## src/rtl/axi_burst_master_pkg.sv

```systemverilog
// rtl/axi_burst_master_pkg.sv - state encoding, AXI burst/response codes and log2 helper for axi_burst_master
package axi_burst_master_pkg;

  typedef enum logic [2:0] {
    IDLE,
    WR_ADDR,
    WR_DATA,
    WR_RESP,
    RD_ADDR,
    RD_DATA,
    FINISH
  } state_t;

  typedef enum logic [1:0] {
    BURST_FIXED = 2'b00,
    BURST_INCR  = 2'b01,
    BURST_WRAP  = 2'b10
  } burst_t;

  typedef enum logic [1:0] {
    RESP_OKAY   = 2'b00,
    RESP_EXOKAY = 2'b01,
    RESP_SLVERR = 2'b10,
    RESP_DECERR = 2'b11
  } resp_t;

  function automatic int log2_ceil(input int value);
    int r;
    r = 0;
    for (int i = 0; i < 31; i++) begin
      if ((1 << i) < value) r = i + 1;
    end
    return r;
  endfunction

endpackage

```

## src/rtl/axi_burst_addr_gen.sv

```systemverilog
// rtl/axi_burst_addr_gen.sv - per-direction burst address generator and remaining-burst counter
module axi_burst_addr_gen
  import axi_burst_master_pkg::*;
#(
  parameter int ADDR_W = 32,
  parameter int CNT_W  = 16,
  parameter int STRIDE = 4096
) (
  input  logic              clk,
  input  logic              rst,
  input  logic              load,
  input  logic              advance,
  input  logic [ADDR_W-1:0] base,
  input  logic [CNT_W-1:0]  num,
  output logic [ADDR_W-1:0] addr,
  output logic              last
);

  localparam logic [ADDR_W-1:0] STEP = ADDR_W'(STRIDE);

  logic [CNT_W-1:0] remaining;

  // Address wraps naturally at 2^ADDR_W through truncating addition.
  always_ff @(posedge clk) begin
    if (rst) begin
      addr      <= '0;
      remaining <= '0;
    end else if (load) begin
      addr      <= base;
      remaining <= num;
    end else if (advance && remaining != '0) begin
      addr      <= addr + STEP;
      remaining <= remaining - CNT_W'(1);
    end
  end

  assign last = (remaining == CNT_W'(1));

endmodule

```

## src/rtl/axi_burst_master.sv

```systemverilog
// rtl/axi_burst_master.sv - AXI burst writer with optional readback (macro AXI_BURST_READBACK_EN)
module axi_burst_master
  import axi_burst_master_pkg::*;
#(
  parameter int DATA_W    = 128,
  parameter int ADDR_W    = 32,
  parameter int BURST_LEN = 256,
  parameter int CNT_W     = 16
) (
  input  logic                M_AXI_ACLK,
  input  logic                M_AXI_ARESET,
  input  logic                start,
  input  logic [ADDR_W-1:0]   cfg_base_addr,
  input  logic [CNT_W-1:0]    cfg_burst_num,
  input  logic [DATA_W-1:0]   s_data,
  input  logic                s_valid,
  output logic                s_ready,
  output logic                busy,
  output logic                done,
  output logic                error,
  output logic [ADDR_W-1:0]   M_AXI_AWADDR,
  output logic [7:0]          M_AXI_AWLEN,
  output logic [2:0]          M_AXI_AWSIZE,
  output logic [1:0]          M_AXI_AWBURST,
  output logic                M_AXI_AWVALID,
  input  logic                M_AXI_AWREADY,
  output logic [DATA_W-1:0]   M_AXI_WDATA,
  output logic [DATA_W/8-1:0] M_AXI_WSTRB,
  output logic                M_AXI_WLAST,
  output logic                M_AXI_WVALID,
  input  logic                M_AXI_WREADY,
  input  logic [1:0]          M_AXI_BRESP,
  input  logic                M_AXI_BVALID,
  output logic                M_AXI_BREADY,
  output logic [ADDR_W-1:0]   M_AXI_ARADDR,
  output logic [7:0]          M_AXI_ARLEN,
  output logic [2:0]          M_AXI_ARSIZE,
  output logic [1:0]          M_AXI_ARBURST,
  output logic                M_AXI_ARVALID,
  input  logic                M_AXI_ARREADY,
  input  logic [DATA_W-1:0]   M_AXI_RDATA,
  input  logic [1:0]          M_AXI_RRESP,
  input  logic                M_AXI_RLAST,
  input  logic                M_AXI_RVALID,
  output logic                M_AXI_RREADY,
  output logic [DATA_W-1:0]   rd_data,
  output logic                rd_valid,
  input  logic                rd_ready
);

  localparam int                STRIDE    = BURST_LEN * (DATA_W / 8);
  localparam logic [ADDR_W-1:0] STRIDE_A  = ADDR_W'(STRIDE);
  localparam logic [7:0]        LAST_BEAT = 8'(BURST_LEN - 1);
  localparam logic [2:0]        SIZE      = 3'(log2_ceil(DATA_W / 8));

  state_t     state;
  logic [7:0] beat;
  logic       accept, misaligned, w_hs, wr_adv, wr_last, rd_adv, rd_last;

  assign accept     = (state == IDLE) && start;
  assign misaligned = (cfg_base_addr % STRIDE_A) != '0;

  assign M_AXI_AWLEN   = LAST_BEAT;
  assign M_AXI_AWSIZE  = SIZE;
  assign M_AXI_AWBURST = BURST_INCR;
  assign M_AXI_ARLEN   = LAST_BEAT;
  assign M_AXI_ARSIZE  = SIZE;
  assign M_AXI_ARBURST = BURST_INCR;
  assign M_AXI_WSTRB   = '1;

  // Write data is a zero-latency pass-through gated only by the state.
  assign M_AXI_WDATA  = s_data;
  assign M_AXI_WVALID = (state == WR_DATA) && s_valid;
  assign s_ready      = (state == WR_DATA) && M_AXI_WREADY;
  assign M_AXI_WLAST  = (state == WR_DATA) && (beat == LAST_BEAT);
  assign w_hs         = M_AXI_WVALID && M_AXI_WREADY;
  assign wr_adv       = (state == WR_RESP) && M_AXI_BVALID;

`ifdef AXI_BURST_READBACK_EN
  logic r_hs;
  assign rd_data      = M_AXI_RDATA;
  assign rd_valid     = (state == RD_DATA) && M_AXI_RVALID;
  assign M_AXI_RREADY = (state == RD_DATA) && rd_ready;
  assign r_hs         = M_AXI_RVALID && M_AXI_RREADY;
  assign rd_adv       = r_hs && (beat == LAST_BEAT);
`else
  logic unused_rd;
  assign rd_data      = '0;
  assign rd_valid     = 1'b0;
  assign M_AXI_RREADY = 1'b0;
  assign rd_adv       = 1'b0;
  assign unused_rd    = ^{M_AXI_ARREADY, M_AXI_RDATA, M_AXI_RRESP, M_AXI_RLAST,
                          M_AXI_RVALID, rd_ready, rd_last};
`endif

  axi_burst_addr_gen #(.ADDR_W(ADDR_W), .CNT_W(CNT_W), .STRIDE(STRIDE)) u_wr_gen (
    .clk(M_AXI_ACLK), .rst(M_AXI_ARESET), .load(accept), .advance(wr_adv),
    .base(cfg_base_addr), .num(cfg_burst_num), .addr(M_AXI_AWADDR), .last(wr_last)
  );

  axi_burst_addr_gen #(.ADDR_W(ADDR_W), .CNT_W(CNT_W), .STRIDE(STRIDE)) u_rd_gen (
    .clk(M_AXI_ACLK), .rst(M_AXI_ARESET), .load(accept), .advance(rd_adv),
    .base(cfg_base_addr), .num(cfg_burst_num), .addr(M_AXI_ARADDR), .last(rd_last)
  );

  always_ff @(posedge M_AXI_ACLK) begin
    if (M_AXI_ARESET) begin
      state         <= IDLE;
      beat          <= '0;
      M_AXI_AWVALID <= 1'b0;
      M_AXI_ARVALID <= 1'b0;
      M_AXI_BREADY  <= 1'b0;
      busy          <= 1'b0;
      done          <= 1'b0;
      error         <= 1'b0;
    end else begin
      case (state)
        IDLE: if (start) begin
          busy  <= 1'b1;
          error <= 1'b0;
          if (misaligned) begin
            error <= 1'b1;
            done  <= 1'b1;
            state <= FINISH;
          end else if (cfg_burst_num == '0) begin
            done  <= 1'b1;
            state <= FINISH;
          end else begin
            M_AXI_AWVALID <= 1'b1;
            state         <= WR_ADDR;
          end
        end
        WR_ADDR: if (M_AXI_AWREADY) begin
          M_AXI_AWVALID <= 1'b0;
          state         <= WR_DATA;
        end
        WR_DATA: if (w_hs) begin
          if (beat == LAST_BEAT) begin
            beat         <= '0;
            M_AXI_BREADY <= 1'b1;
            state        <= WR_RESP;
          end else begin
            beat <= beat + 8'd1;
          end
        end
        WR_RESP: if (M_AXI_BVALID) begin
          M_AXI_BREADY <= 1'b0;
          if (M_AXI_BRESP != RESP_OKAY) error <= 1'b1;
          if (!wr_last) begin
            M_AXI_AWVALID <= 1'b1;
            state         <= WR_ADDR;
          end else begin
`ifdef AXI_BURST_READBACK_EN
            M_AXI_ARVALID <= 1'b1;
            state         <= RD_ADDR;
`else
            done  <= 1'b1;
            state <= FINISH;
`endif
          end
        end
`ifdef AXI_BURST_READBACK_EN
        RD_ADDR: if (M_AXI_ARREADY) begin
          M_AXI_ARVALID <= 1'b0;
          state         <= RD_DATA;
        end
        RD_DATA: if (r_hs) begin
          if (M_AXI_RRESP != RESP_OKAY) error <= 1'b1;
          if ((beat == LAST_BEAT) != M_AXI_RLAST) error <= 1'b1;
          if (beat == LAST_BEAT) begin
            beat <= '0;
            if (!rd_last) begin
              M_AXI_ARVALID <= 1'b1;
              state         <= RD_ADDR;
            end else begin
              done  <= 1'b1;
              state <= FINISH;
            end
          end else begin
            beat <= beat + 8'd1;
          end
        end
`endif
        FINISH: begin
          done  <= 1'b0;
          busy  <= 1'b0;
          state <= IDLE;
        end
        default: state <= IDLE;
      endcase
    end
  end

endmodule

```

## config.mk

```make
export PLATFORM = sky130hd
export DESIGN_NAME = axi_burst_master
export DESIGN_NICKNAME = d
export VERILOG_FILES = /design/src/rtl/axi_burst_master_pkg.sv /design/src/rtl/axi_burst_addr_gen.sv /design/src/rtl/axi_burst_master.sv
export SDC_FILE = /design/constraint.sdc
export NUM_CORES = 1
export LEC_CHECK = 0
export CELL_PAD_IN_SITES_DETAIL_PLACEMENT = 2
export CELL_PAD_IN_SITES_GLOBAL_PLACEMENT = 2
export CORE_AREA = 5 5 266 268
export DETAILED_ROUTE_END_ITERATION = 12
export DIE_AREA = 0 0 271 273
export HOLD_SLACK_MARGIN = 0.08
export PLACE_DENSITY_LB_ADDON = 0.1
export SLEW_MARGIN = 25
export SYNTH_ARGS = -nofsm -noshare
export SYNTH_HDL_FRONTEND = slang
export SYNTH_SLANG_ARGS = --single-unit
```

## constraint.sdc

```tcl
create_clock -name M_AXI_ACLK -period 4.13 [get_ports M_AXI_ACLK]
set_clock_uncertainty 0.1 [all_clocks]
set_input_delay 0.6195 -clock M_AXI_ACLK [delete_from_list [all_inputs] [get_ports M_AXI_ACLK]]
set_output_delay 0.6195 -clock M_AXI_ACLK [all_outputs]
set_load 0.1 [all_outputs]
```

==> impl_metrics.env, run 1 <==
export IMPL_period_needed_ps=3200
export IMPL_dieWidth_um=271
export IMPL_seqCellArea_mm2=0.00192
export IMPL_rr_endpoint="u_wr_gen.addr[25]$_SDFFE_PP0P_"
export IMPL_cts_tree="done"
export IMPL_slew_headroom_pct=27.4
export IMPL_period_share_pct=77.6
export IMPL_routed_wl_mm=31.5
export IMPL_multiInputGateArea_mm2=0.00296
export IMPL_post_route_util_pct=11.2
export IMPL_yosys_top_cells_area="buf_4, dfxtp_1, nand2_1, a21oi_1, nor2_1"
export IMPL_ys_warnings_count=0
export IMPL_coreArea_mm2=0.0681
export IMPL_power_internal_mw=1.71
export IMPL_final_cells=1713
export IMPL_switching_power_mw=1.89
export IMPL_synth_area_per_cell_um2=7.94
export IMPL_slowest_stage="dfxtp_1"
export IMPL_synth_enable_flop_cells=0
export IMPL_numCtsBuffers=9
export IMPL_status="completed"
export IMPL_gr_total_overflow=0
export IMPL_max_freq_mhz=312
export IMPL_cp_end_kind="primary output"
export IMPL_switching_share_pct=52.5
export IMPL_start_kind="register"
export IMPL_timing_worst_setup_path_type="reg -> out"
export IMPL_critical_path_top_delay_family="simple AND/OR/NAND/NOR gates"
export IMPL_worst_path_buf_inv=1
export IMPL_hold_viol=0
export IMPL_fin_area_mm2=0.00766
export IMPL_crit_chain="nor3b_1 -> nor3b_1 -> buf_4"
export IMPL_synth_top_area_share_pct=34.1
export IMPL_drv_slew=0
export IMPL_critPathMaxStageDelay_ps=710
export IMPL_synthFlopType="dfxtp_1"
export IMPL_crit_cells=3
export IMPL_cts_buffer_depth=2
export IMPL_ys_async_sr_fraction_pct=0
export IMPL_seq_power_share_pct=29.9
export IMPL_hold_ws_ps=357
export IMPL_portBuffers=128
export IMPL_ctsHoldBuffers=0
export IMPL_placed_cell_area_mm2=0.00737
export IMPL_p_per_area_mw_per_mm2=469
export IMPL_synthCells=841
export IMPL_netlist_area_mm2=0.00668
export IMPL_fin_setup_tns_ps=0
export IMPL_nFillCells=7996
export IMPL_globalplace_congestion=0.621
export IMPL_clk_pin_slew_ps=90
export IMPL_worstMarginPinSlew_ps=1090
export IMPL_grt_pass1_wl_mm=43.9
export IMPL_ys_seq_area_share_pct=28.8
export IMPL_rsz0062_at_grt="false"
export IMPL_dp_cells=1695
export IMPL_area_delta_synth_final_pct=14.7
export IMPL_fp_dieH_um=273
export IMPL_h_tree_depth=3
export IMPL_reg2reg_setup_slack_ps=1220
export IMPL_critPathMostFrequentCell="nor3b_1"
export IMPL_grt_pass1_vias=5649
export IMPL_r2r_start="state[0]$_SDFFE_PP0P_"
export IMPL_critical_path_arrival_ps=2480
export IMPL_cts_sinks=96
export IMPL_cts_setup_buffers=0
export IMPL_cp_max_fo=16
export IMPL_dp_hpwl_mm=24.9
export IMPL_ys_ff_latch=96
export IMPL_holdPathStages=2
export IMPL_avgViaCountPerCell=3.01
export IMPL_drive_gt1_share_pct=5.07
export IMPL_wl_per_cell_um=18.4
export IMPL_power_frac_comb_pct=44.3
export IMPL_drt_first_pass_iters=4
export IMPL_initial_utilization_pct=9.80
export IMPL_reg2reg_depth=5
export IMPL_cts_resized=0
export IMPL_fp_row_count=96
export IMPL_synth_area_leader_cell="buf_4"
export IMPL_die_area_mm2=0.0740
export IMPL_drt_iter0_drc=128
export IMPL_p_leak_nw=2.66
export IMPL_clock_latency_ps=390
export IMPL_cap_violations=0
export IMPL_root_buffer="clkbuf_16"
export IMPL_hold_end="u_rd_gen.addr[28]$_SDFFE_PP0P_"
export IMPL_antenna_found_initial=1
export IMPL_route_detailed_drc=0
export IMPL_vdd_drop_max_uv=162
export IMPL_pwr_share_clk_pct=25.9
export IMPL_hp_start="u_rd_gen.addr[28]$_SDFFE_PP0P_"
export IMPL_cp_data_required_time_ps=3410
export IMPL_ant_nets=0
export IMPL_ioPinCount=692
export IMPL_grt_usage_pct=8.29
export IMPL_num_vias=5156
export IMPL_final_net_count=1147
export IMPL_grt_max_degree=92
export IMPL_min_path_type="reg -> reg"
export IMPL_finalSetupViolCount=0
export IMPL_ys_types=62
## cell type report
type	count	area share, %
diodes	2	0.0653
clock buffers	11	3.04
clock inverters	5	0.751
inverters	6	0.294
multi-input cells	574	38.7
flip-flops and latches	96	25.1
well taps	882	14.4
repair buffers	137	17.7
## layer usage
layer | part of all wire, % | vias to the layer above | GRT usage [%]
met5 | 0.28 | - | 0.855
met4 | 1.4 | 4 | 1.85
met3 | 11 | 29 | 5.13
met2 | 45 | 288 | 12.6
met1 | 43 | 2491 | 9.91
li1 | - | 2344 | -
## power by group through the flow
| stage | Clock (mW) | Combinational, mW | Sequential [mW] |
|---|---|---|---|
| global placement | 0 | 1.61 | 1.10 |
| floorplan | 0 | 1.63 | 1.45 |
| finish | 0.929 | 1.59 | 1.07 |
| detailed placement | 0 | 1.61 | 1.10 |
| CTS | 1.02 | 1.61 | 1.08 |
| global route | 1.04 | 1.66 | 1.09 |
## worst min-delay path, stage by stage, from the launching register on
cell and delay, ps:
dfxtp_1 310, nand2_1 50, a21oi_1 50
## flip-flops by register name, summed over array words and instances (netlist names), 3 cells and up
signal              count
u_rd_gen.addr          32
beat                    8
u_wr_gen.remaining     16
state                   3
u_wr_gen.addr          32
## cell usage after synthesis (3+ instances only)
library cell  count
a221oi_1          3
ha_1              4
xnor2_1          10
nor3_1           11
dfxtp_1          96
nand3_1          19
and4_1            5
o211ai_1          5
inv_1             6
nor4_1            8
buf_4           303
a31oi_1           6
a22oi_1           3
nand3b_1          3
or4_1             3
nand2_1          99
a211oi_1          7
a21oi_1          58
nand2b_1          3
o31ai_1           6
nor4_2            3
a311oi_1          9
nor2_1           47
or4_4             3
nor3b_1           4
clkbuf_1         28
and3_1            4
or3_1             9
o21a_1           10
xor2_1            7
o21ai_0           7
nand4_1           9
and2_1            3
## cell families (layout without fill, tap and decap cells)
family,Yosys count,in the layout,share of synthesized area [%]
fa+ha+maj,4,4,0.750
buf+inv,342,159,36.5
xor+xnor,17,17,2.23
other cells,2,175,0.112
flops,96,96,28.8
simple gates,244,244,18.2
compound gates,136,136,13.4
## how the worst max path moves through the flow
stage / start / to / slack [ps]
floorplan: state[2]$_SDFFE_PP0P_ / M_AXI_WLAST / 420
global placement: M_AXI_BVALID / u_wr_gen.remaining[1]$_SDFFE_PP0P_ / 920
detailed placement: M_AXI_BVALID / u_wr_gen.remaining[1]$_SDFFE_PP0P_ / 900
CTS: state[1]$_SDFFE_PP0P_ / M_AXI_WLAST / 760
global route: state[1]$_SDFFE_PP0P_ / M_AXI_WLAST / 700
finish: state[1]$_SDFFE_PP0P_ / M_AXI_WLAST / 930
## placed cells by master (no fill, tap or decap), drive strengths merged, types with 4 or more instances in the layout
master and instances:
o31ai 6, nor4 11, buf 15, nand3 19
nor3 12, xor2 7, o21ai 8, ha 4
a31oi 6, o21a 10, conb 173, nand4 11
nand2 99, clkbuf 11, inv 6, a211oi 7
a21oi 58, and4 5, o211ai 5, nor3b 4
xnor2 10, or3 9, dfxtp 96, a311oi 10
or4 6, nor2 47, clkdlybuf4s50 122, and3 4
## stage by stage
| stage | total power [mW] | worst slack, ps |
|---|---|---|
| floorplan | 3.09 | 423 |
| global placement | 2.71 | 919 |
| detailed placement | 2.71 | 905 |
| CTS | 3.71 | 765 |
| global route | 3.79 | 699 |
| finish | 3.59 | 926 |
Note: power is estimated with default switching activity, not from simulation.
==> inputs of run 2 (changes only) <==
Settings changed: CORE_AREA 5 5 266 268 to 5 5 264 266, DIE_AREA 0 0 271 273 to 0 0 269 271.
Clock period 4.13 ns to 2.9 ns, I/O delays scaled along.
==> impl_metrics.env, run 2 (same netlist as run 1, synthesis figures left out) <==
export IMPL_seqCellArea_mm2=0.00192
export IMPL_numCtsBuffers=9
export IMPL_fp_dieH_um=271
export IMPL_portBuffers=128
export IMPL_coreArea_mm2=0.0668
export IMPL_worstMarginPinSlew_ps=991
export IMPL_slew_headroom_pct=33.7
export IMPL_cp_max_fo=11
export IMPL_drv_slew=0
export IMPL_ctsHoldBuffers=0
export IMPL_wl_per_cell_um=18.1
export IMPL_pre_cts_slack_ps=10.8
export IMPL_cp_end_kind="register"
export IMPL_final_net_count=1169
export IMPL_post_route_util_pct=11.6
export IMPL_grt_usage_pct=8.23
export IMPL_final_cells=1725
export IMPL_p_leak_nw=2.92
export IMPL_drt_iter0_drc=205
export IMPL_cts_tree="done"
export IMPL_dieWidth_um=269
export IMPL_initial_utilization_pct=9.99
export IMPL_finalWorstSetupSlack_ps=389
export IMPL_h_tree_depth=3
export IMPL_rsz0062_at_grt="false"
export IMPL_nFillCells=7963
export IMPL_final_cell_mix="conb_1, nand2_1, buf_4"
export IMPL_timing_worst_setup_path_type="reg -> reg"
export IMPL_grt_pass1_vias=5758
export IMPL_fp_row_count=95
export IMPL_route_detailed_drc=0
export IMPL_dp_cells=1708
export IMPL_drt_first_pass_iters=4
export IMPL_cts_resized=0
export IMPL_status="completed"
export IMPL_start_kind="register"
export IMPL_placed_cell_area_mm2=0.00740
export IMPL_power_internal_mw=2.53
export IMPL_period_needed_ps=2510
export IMPL_fin_setup_tns_ps=0
export IMPL_cap_violations=0
export IMPL_grt_pass1_wl_mm=43.0
export IMPL_min_path_type="reg -> reg"
export IMPL_final_common_cell="conb_1"
export IMPL_reg_top3="u_rd_gen.addr (32), u_wr_gen.addr (32), u_wr_gen.remaining (16)"
export IMPL_clk_pin_slew_ps=80
export IMPL_avgViaCountPerCell=3.01
export IMPL_cts_sinks=96
export IMPL_num_vias=5192
export IMPL_grt_max_degree=61
export IMPL_fin_area_mm2=0.00773
export IMPL_critical_path_arrival_ps=2690
export IMPL_routed_wl_mm=31.1
export IMPL_seq_power_share_pct=28.9
export IMPL_clock_latency_ps=390
export IMPL_gr_total_overflow=0
export IMPL_period_share_pct=86.6
export IMPL_finalSetupViolCount=0
export IMPL_antenna_found_initial=4
export IMPL_root_buffer="clkbuf_16"
export IMPL_hold_viol=0
export IMPL_dp_hpwl_mm=25.1
export IMPL_ioPinCount=692
export IMPL_power_mw=5.25
export IMPL_globalplace_congestion=0.632
export IMPL_hold_ws_ps=359
export IMPL_p_per_area_mw_per_mm2=680
export IMPL_pwr_share_clk_pct=27.4
export IMPL_multiInputGateArea_mm2=0.00297
export IMPL_die_area_mm2=0.0729
export IMPL_max_freq_mhz=398
export IMPL_switching_share_pct=51.8
export IMPL_drive_gt1_share_pct=15.7
export IMPL_power_frac_comb_pct=43.7
export IMPL_area_delta_synth_final_pct=15.8
export IMPL_cts_setup_buffers=0
export IMPL_cts_buffer_depth=2
export IMPL_ant_nets=0
export IMPL_cp_data_required_time_ps=3080
export IMPL_switching_power_mw=2.72
export IMPL_vdd_drop_max_uv=209
run 2: critical path, stage by stage (launching register included):
cell      delay [ps]
dfxtp_1          380
inv_1             80
ha_1             230
nor3b_1          200
and4_1           220
nor2_1           770
a21boi_0         200
o21a_1           220
run 2: final cells by class:
type	count	area share [%]
diodes	1	0.0324
clock buffers	9	2.91
clock inverters	7	1.33
inverters	6	0.291
multi-input cells	574	38.4
flip-flops and latches	96	24.9
well taps	873	14.1
repair buffers	159	18.0
run 2: per-layer routing:
layer | GRT usage (%) | share of wire [%]
met4 | 2.05 | 1.6
met5 | 1.89 | 0.60
met1 | 10.1 | 44
met2 | 12.0 | 43
met3 | 5.02 | 12
run 2: final timing paths:
kind / startpoint / endpoint / slack, ps / depth (start not counted)
min reg2reg: u_rd_gen.addr[23]$_SDFFE_PP0P_ / u_rd_gen.addr[23]$_SDFFE_PP0P_ / 360 / 2
max reg2reg: u_wr_gen.remaining[1]$_SDFFE_PP0P_ / u_wr_gen.remaining[12]$_SDFFE_PP0P_ / 390 / 7
max: u_wr_gen.remaining[1]$_SDFFE_PP0P_ / u_wr_gen.remaining[12]$_SDFFE_PP0P_ / 390 / 7
min: u_rd_gen.addr[23]$_SDFFE_PP0P_ / u_rd_gen.addr[23]$_SDFFE_PP0P_ / 360 / 2
run 2: power by group through the flow:
stage               combinational [mW]  clock [mW]  sequential [mW]
CTS                               2.32        1.57             1.52
global route                      2.40        1.60             1.54
global placement                  2.32           0             1.55
floorplan                         2.32           0             2.07
detailed placement                2.32           0             1.55
finish                            2.29        1.44             1.52
